<file path="src/rtl/commit_unit.sv">
// Commit stage: retires the ROB head into the register file, releases stores and flushes
// on exceptions. Define COMMIT_COUNTER_EN to build the retired-entry counter.
package commit_unit_pkg;
    localparam int unsigned REG_ADDR_W   = 5;
    localparam int unsigned DATA_W       = 32;
    localparam int unsigned N_STATIONS_W = 4;

    typedef struct packed {
        logic                    invalidate;
        logic [N_STATIONS_W-1:0] station_id;
        logic [6:0]              opcode;
        logic [REG_ADDR_W-1:0]   dst_reg;
        logic [DATA_W-1:0]       content;
    } station_t;
endpackage

module commit_unit
    import commit_unit_pkg::*;
#(
    parameter int unsigned FLUSH_CYCLES = 2,
    parameter logic [6:0]  OPC_STORE    = 7'b0100011,
    parameter logic [6:0]  OPC_FSTORE   = 7'b0100111
) (
    input  logic                    clk,
    input  logic                    nrst,
    input  logic                    i_valid,
    input  station_t                i_commit_data,
    input  logic                    i_exception,
    output logic                    i_ready,
    output logic                    reg_we,
    output logic [REG_ADDR_W-1:0]   reg_addr,
    output logic [DATA_W-1:0]       reg_data,
    output logic                    store_valid,
    output logic [N_STATIONS_W-1:0] store_id,
    input  logic                    store_ready,
    output logic                    clear,
    output logic                    exc_valid,
    output logic [N_STATIONS_W-1:0] exc_id,
    output logic [31:0]             retired_count
);

    typedef enum logic [1:0] {StRun, StStoreWait, StFlush} state_e;

    localparam logic [3:0] FlushLoad = 4'(FLUSH_CYCLES - 1);

    state_e     state_q, state_d;
    logic [3:0] flush_cnt_q, flush_cnt_d;

    logic                    reg_we_q, exc_valid_q;
    logic [REG_ADDR_W-1:0]   reg_addr_q;
    logic [DATA_W-1:0]       reg_data_q;
    logic [N_STATIONS_W-1:0] store_id_q, exc_id_q;

    logic accept, live, is_store;
    logic take_exc, take_store, take_write;

    // Invalidate wins over everything, exception wins over store/write.
    assign accept     = i_valid & i_ready;
    assign live       = accept & ~i_commit_data.invalidate;
    assign is_store   = (i_commit_data.opcode == OPC_STORE) |
                        (i_commit_data.opcode == OPC_FSTORE);
    assign take_exc   = live & i_exception;
    assign take_store = live & ~i_exception & is_store;
    assign take_write = live & ~i_exception & ~is_store & (i_commit_data.dst_reg != '0);

    always_ff @(posedge clk) begin
        if (nrst) begin
            state_q     <= StRun;
            flush_cnt_q <= '0;
        end else begin
            state_q     <= state_d;
            flush_cnt_q <= flush_cnt_d;
        end
    end

    always_comb begin
        state_d     = state_q;
        flush_cnt_d = flush_cnt_q;
        unique case (state_q)
            StRun: begin
                if (take_exc) begin
                    state_d     = StFlush;
                    flush_cnt_d = FlushLoad;
                end else if (take_store) begin
                    state_d = StStoreWait;
                end
            end
            StStoreWait: begin
                if (store_ready) begin
                    state_d = StRun;
                end
            end
            StFlush: begin
                if (flush_cnt_q == '0) begin
                    state_d = StRun;
                end else begin
                    flush_cnt_d = flush_cnt_q - 4'd1;
                end
            end
            default: state_d = StRun;
        endcase
    end

    always_comb begin
        i_ready     = (state_q == StRun);
        store_valid = (state_q == StStoreWait);
        clear       = (state_q == StFlush);
    end

    // Strobes last one cycle; payload registers hold their last value between strobes.
    always_ff @(posedge clk) begin
        if (nrst) begin
            reg_we_q    <= 1'b0;
            exc_valid_q <= 1'b0;
            reg_addr_q  <= '0;
            reg_data_q  <= '0;
            store_id_q  <= '0;
            exc_id_q    <= '0;
        end else begin
            reg_we_q    <= take_write;
            exc_valid_q <= take_exc;
            if (take_write) begin
                reg_addr_q <= i_commit_data.dst_reg;
                reg_data_q <= i_commit_data.content;
            end
            if (take_store) begin
                store_id_q <= i_commit_data.station_id;
            end
            if (take_exc) begin
                exc_id_q <= i_commit_data.station_id;
            end
        end
    end

    assign reg_we    = reg_we_q;
    assign reg_addr  = reg_addr_q;
    assign reg_data  = reg_data_q;
    assign store_id  = store_id_q;
    assign exc_valid = exc_valid_q;
    assign exc_id    = exc_id_q;

`ifdef COMMIT_COUNTER_EN
    logic        retire;
    logic [31:0] retired_q, retired_d;

    assign retire    = live & ~i_exception;
    assign retired_d = retired_q + 32'd1;

    always_ff @(posedge clk) begin
        if (nrst) begin
            retired_q <= '0;
        end else if (retire) begin
            retired_q <= retired_d;
        end
    end

    assign retired_count = retired_q;
`else
    assign retired_count = '0;
`endif

    a_flush_range: assert property (@(posedge clk) (FLUSH_CYCLES >= 1) && (FLUSH_CYCLES <= 15));
    a_we_vs_store: assert property (@(posedge clk) disable iff (nrst) !(reg_we_q && store_valid));
    a_exc_pulse:   assert property (@(posedge clk) disable iff (nrst) exc_valid_q |=> !exc_valid_q);
    a_store_hold:  assert property (@(posedge clk) disable iff (nrst)
                                    (store_valid && !store_ready) |=>
                                    (store_valid && $stable(store_id_q)));

endmodule

</file>
<file path="config.mk">
export PLATFORM = sky130hd
export DESIGN_NAME = commit_unit
export DESIGN_NICKNAME = d
export VERILOG_FILES = /design/src/rtl/commit_unit.sv
export SDC_FILE = /design/constraint.sdc
export NUM_CORES = 1
export LEC_CHECK = 0
export ABC_CLOCK_PERIOD_IN_PS = 2800
export BUFFER_PORTS_ARGS = -buffer_cell sky130_fd_sc_hd__buf_4
export CAP_MARGIN = 20
export CORE_ASPECT_RATIO = 1.1
export CORE_MARGIN = 3
export CORE_UTILIZATION = 45
export CTS_CLUSTER_DIAMETER = 80
export DETAILED_ROUTE_END_ITERATION = 16
export PLACE_DENSITY = 0.88
export SLEW_MARGIN = 10
export SYNTH_ARGS = -nofsm -noshare
export SYNTH_HDL_FRONTEND = slang
export SYNTH_SLANG_ARGS = --single-unit
</file>
<file path="constraint.sdc">
create_clock -name clk -period 2.8 [get_ports clk]
set_clock_uncertainty 0.1 [all_clocks]
set_input_delay 0.28 -clock clk [delete_from_list [all_inputs] [get_ports clk]]
set_output_delay 0.28 -clock clk [all_outputs]
set_load 0.05 [all_outputs]
</file>
==> results.tsv <==
metric	value	unit
fill_cells	490	
fin_tns_setup	0	ps
fp-row-count	28	
yosys-top-cells-area	dfxtp_1 (41%), nand2b_1 (17%), mux2i_1 (14%)	
areaGrowthSynthToFinish	28.0	%
cts_tree	yes	
start_util	47.5	%
gp_congestion	0.767	
dr.first_iter.drc_count	30	
wire_per_inst	12.3	µm
post-place-cells	434	
holdPathEnd	reg_addr[0]	
synth-edff-count	0	
rsz0062_at_grt	false	
final_cells	442	
synth_flop_cell	dfxtp_1	
critical_path_buf_inv_count	1	
layout_min_cycle_time	2350	ps
met1_usage	16.7	%
crit_required	2910	ps
cts_buffer_depth	2	
cts_setup_buffers	0	
drc	0	
yosysTopAreaCell	dfxtp_1	
setup_violations	0	
ys_ff_latch	53	
antenna_found_initial	0	
numCtsBuffers	5	
grt_pass1_vias	1843	
worstHoldStart	i_commit_data[32]	
r2r-start	state_q[0]	
core_area	5500	µm²
crit_path_end_kind	register	
r2r-end	reg_data[27]	
cp_max_fo	27	
grt_use_met3	5.36	%
drv_slew	0	
port_buffers	102	
grtUsageTotal	15.2	%
finalCritPeriodShare	84.0	%
worstSetupPathType	register to register	
reg2reg_slack	450	ps
syn_area	2610	µm²
vias_per_cell	4.50	
synthArstFlopShare	0	%
synth.avg_cell_area	9.60	µm²
leakagePower	1.44	nW
yosysSeqAreaShare	40.6	%
fin_ws	449	ps
hold_depth	3	
tightest_slew	634	ps
grt_use_met2	28.1	%
layout-drive-gt1-share	30.8	%
p_per_area	468	nW/µm²
synth_cells	272	
cts_hold_buf	0	
crit_slowest_cell	or4b_4	
startpoint_type	register	
cts.htree.levels	2	
drt_wl_total	5.43	mm
grt.busiest_layer	met2	
status	completed	
grt_pass1_wl	8.32	mm
die_w	78.7	µm
first_pass_iters	4	
yosys_warnings	0	
maxCapViolations	0	
cp_top_family	compound AO/OA/AOI/OAI gates	
synth_top_area_share	40.6	%
grt_overflow	0	
n_antenna_cell	0	
ys_types	30	
final_common_cell	buf_4	
cp.arrival	2460	ps
cts.sinks	53	
layout_common_cells	buf_4 (103), nand2b_1 (69), dfxtp_1 (53)	
dpl.hpwl	4.05	mm
dpl_worst_slack	478	ps
grt_max_degree	91	
die_h	85.9	µm
root_buffer	clkbuf_8	
path_cells	or4b_4, a311oi_4, o21a_4, buf_12, mux2i_1	
worstSkewPairLatency	300	ps
ctsResizeCount	0	
clk_pin_slew	90	ps
hold_viol_final	0	
detail-route-antenna-nets	0	
die_area	6760	µm²
final_nets	421	
max-slew-margin-rel	57.7	%
cpPeakStageDelay	550	ps
min_path_type	input port to register	
peakVddDrop	0.000206	V
fmaxAchievable	425	MHz
r2r_cells	5	
num_vias	1991	
io_pins	136	
-- cell families after synthesis --
logic type / count (synthesis) / synth area share [%]
XOR/XNOR: 2 / 0.671
multiplexers: 36 / 13.8
AND/OR/NAND/NOR: 110 / 25.2
adder cells (fa/ha/maj): 1 / 0.479
buffers and inverters: 50 / 13.8
flip-flops: 53 / 40.6
AO/OA/AOI/OAI: 19 / 5.27
other: 1 / 0.144
-- registers in the layout, summed over array words and instances, names as in the netlist --
signal and cells:
exc_id 4, exc_valid 1, flush_cnt_q 4, reg_addr 5, reg_data 32, reg_we 1
state_q 2, store_id 4
-- power breakdown --
part           internal (mW)  leakage, nW  switching, mW
combinational          0.123        0.967          0.245
sequential             0.776        0.430         0.0128
clock                  0.178       0.0395          0.229
total                   1.08         1.44          0.487
-- cells in the mapped netlist (2+ instances only) --
| master | count |
|---|---|
| inv_1 | 2 |
| nand3_1 | 2 |
| clkbuf_1 | 12 |
| nor2b_1 | 3 |
| a21oi_1 | 7 |
| nand2b_1 | 69 |
| nor2_1 | 8 |
| dfxtp_1 | 53 |
| o21ai_0 | 6 |
| nand3b_1 | 6 |
| mux2i_1 | 36 |
| buf_12 | 3 |
| buf_4 | 33 |
| nor3_1 | 3 |
| nor4b_1 | 2 |
| xor2_1 | 2 |
| nand2_1 | 12 |
-- how the worst max path moves through the flow --
| stage | from | endpoint | cells after the start |
|---|---|---|---|
| finish | state_q[0] | reg_data[27] | 5 |
| global route | state_q[0] | reg_data[27] | 5 |
| CTS | state_q[0] | reg_data[27] | 5 |
| detailed placement | state_q[0] | reg_data[16] | 5 |
| global placement | state_q[0] | reg_data[1] | 5 |
| floorplan | state_q[1] | reg_data[10] | 6 |
-- per-stage QoR --
stage	cell area [µm²]	hold WS [ps]	power (mW)	utilization [%]
CTS	3340	110	1.59	60.8
floorplan	2730	316	1.11	-
finish	3340	120	1.56	60.8
global route	3340	128	1.64	60.8
global placement	3260	342	1.17	59.3
detailed placement	3260	354	1.18	59.3
-- layer usage --
metal	vias up	routed length, µm	share of wire [%]
met5	-	0	0
met4	0	19	0.35
met3	2	504	9.3
met2	88	2710	50
met1	892	2190	40
li1	1009	-	-
-- worst register-to-register path, delay by kind of cell, from the launching register on --
family	cells	cell delay, ps
mux	1	240
flops	1	380
buf+inv	1	250
simple gates	1	550
compound gates	2	740
-- final cells by class --
| type | instances | area [µm²] | area share [%] |
|---|---|---|---|
| multi-input combinational | 200 | 1310 | 39.1 |
| sequential | 53 | 1060 | 31.7 |
| timing repair buffer | 104 | 793 | 23.7 |
| tap | 75 | 93.8 | 2.81 |
| clock buffer | 8 | 80.1 | 2.40 |
| inverter | 2 | 7.51 | 0.225 |
Power figures use the tool's default switching activity.
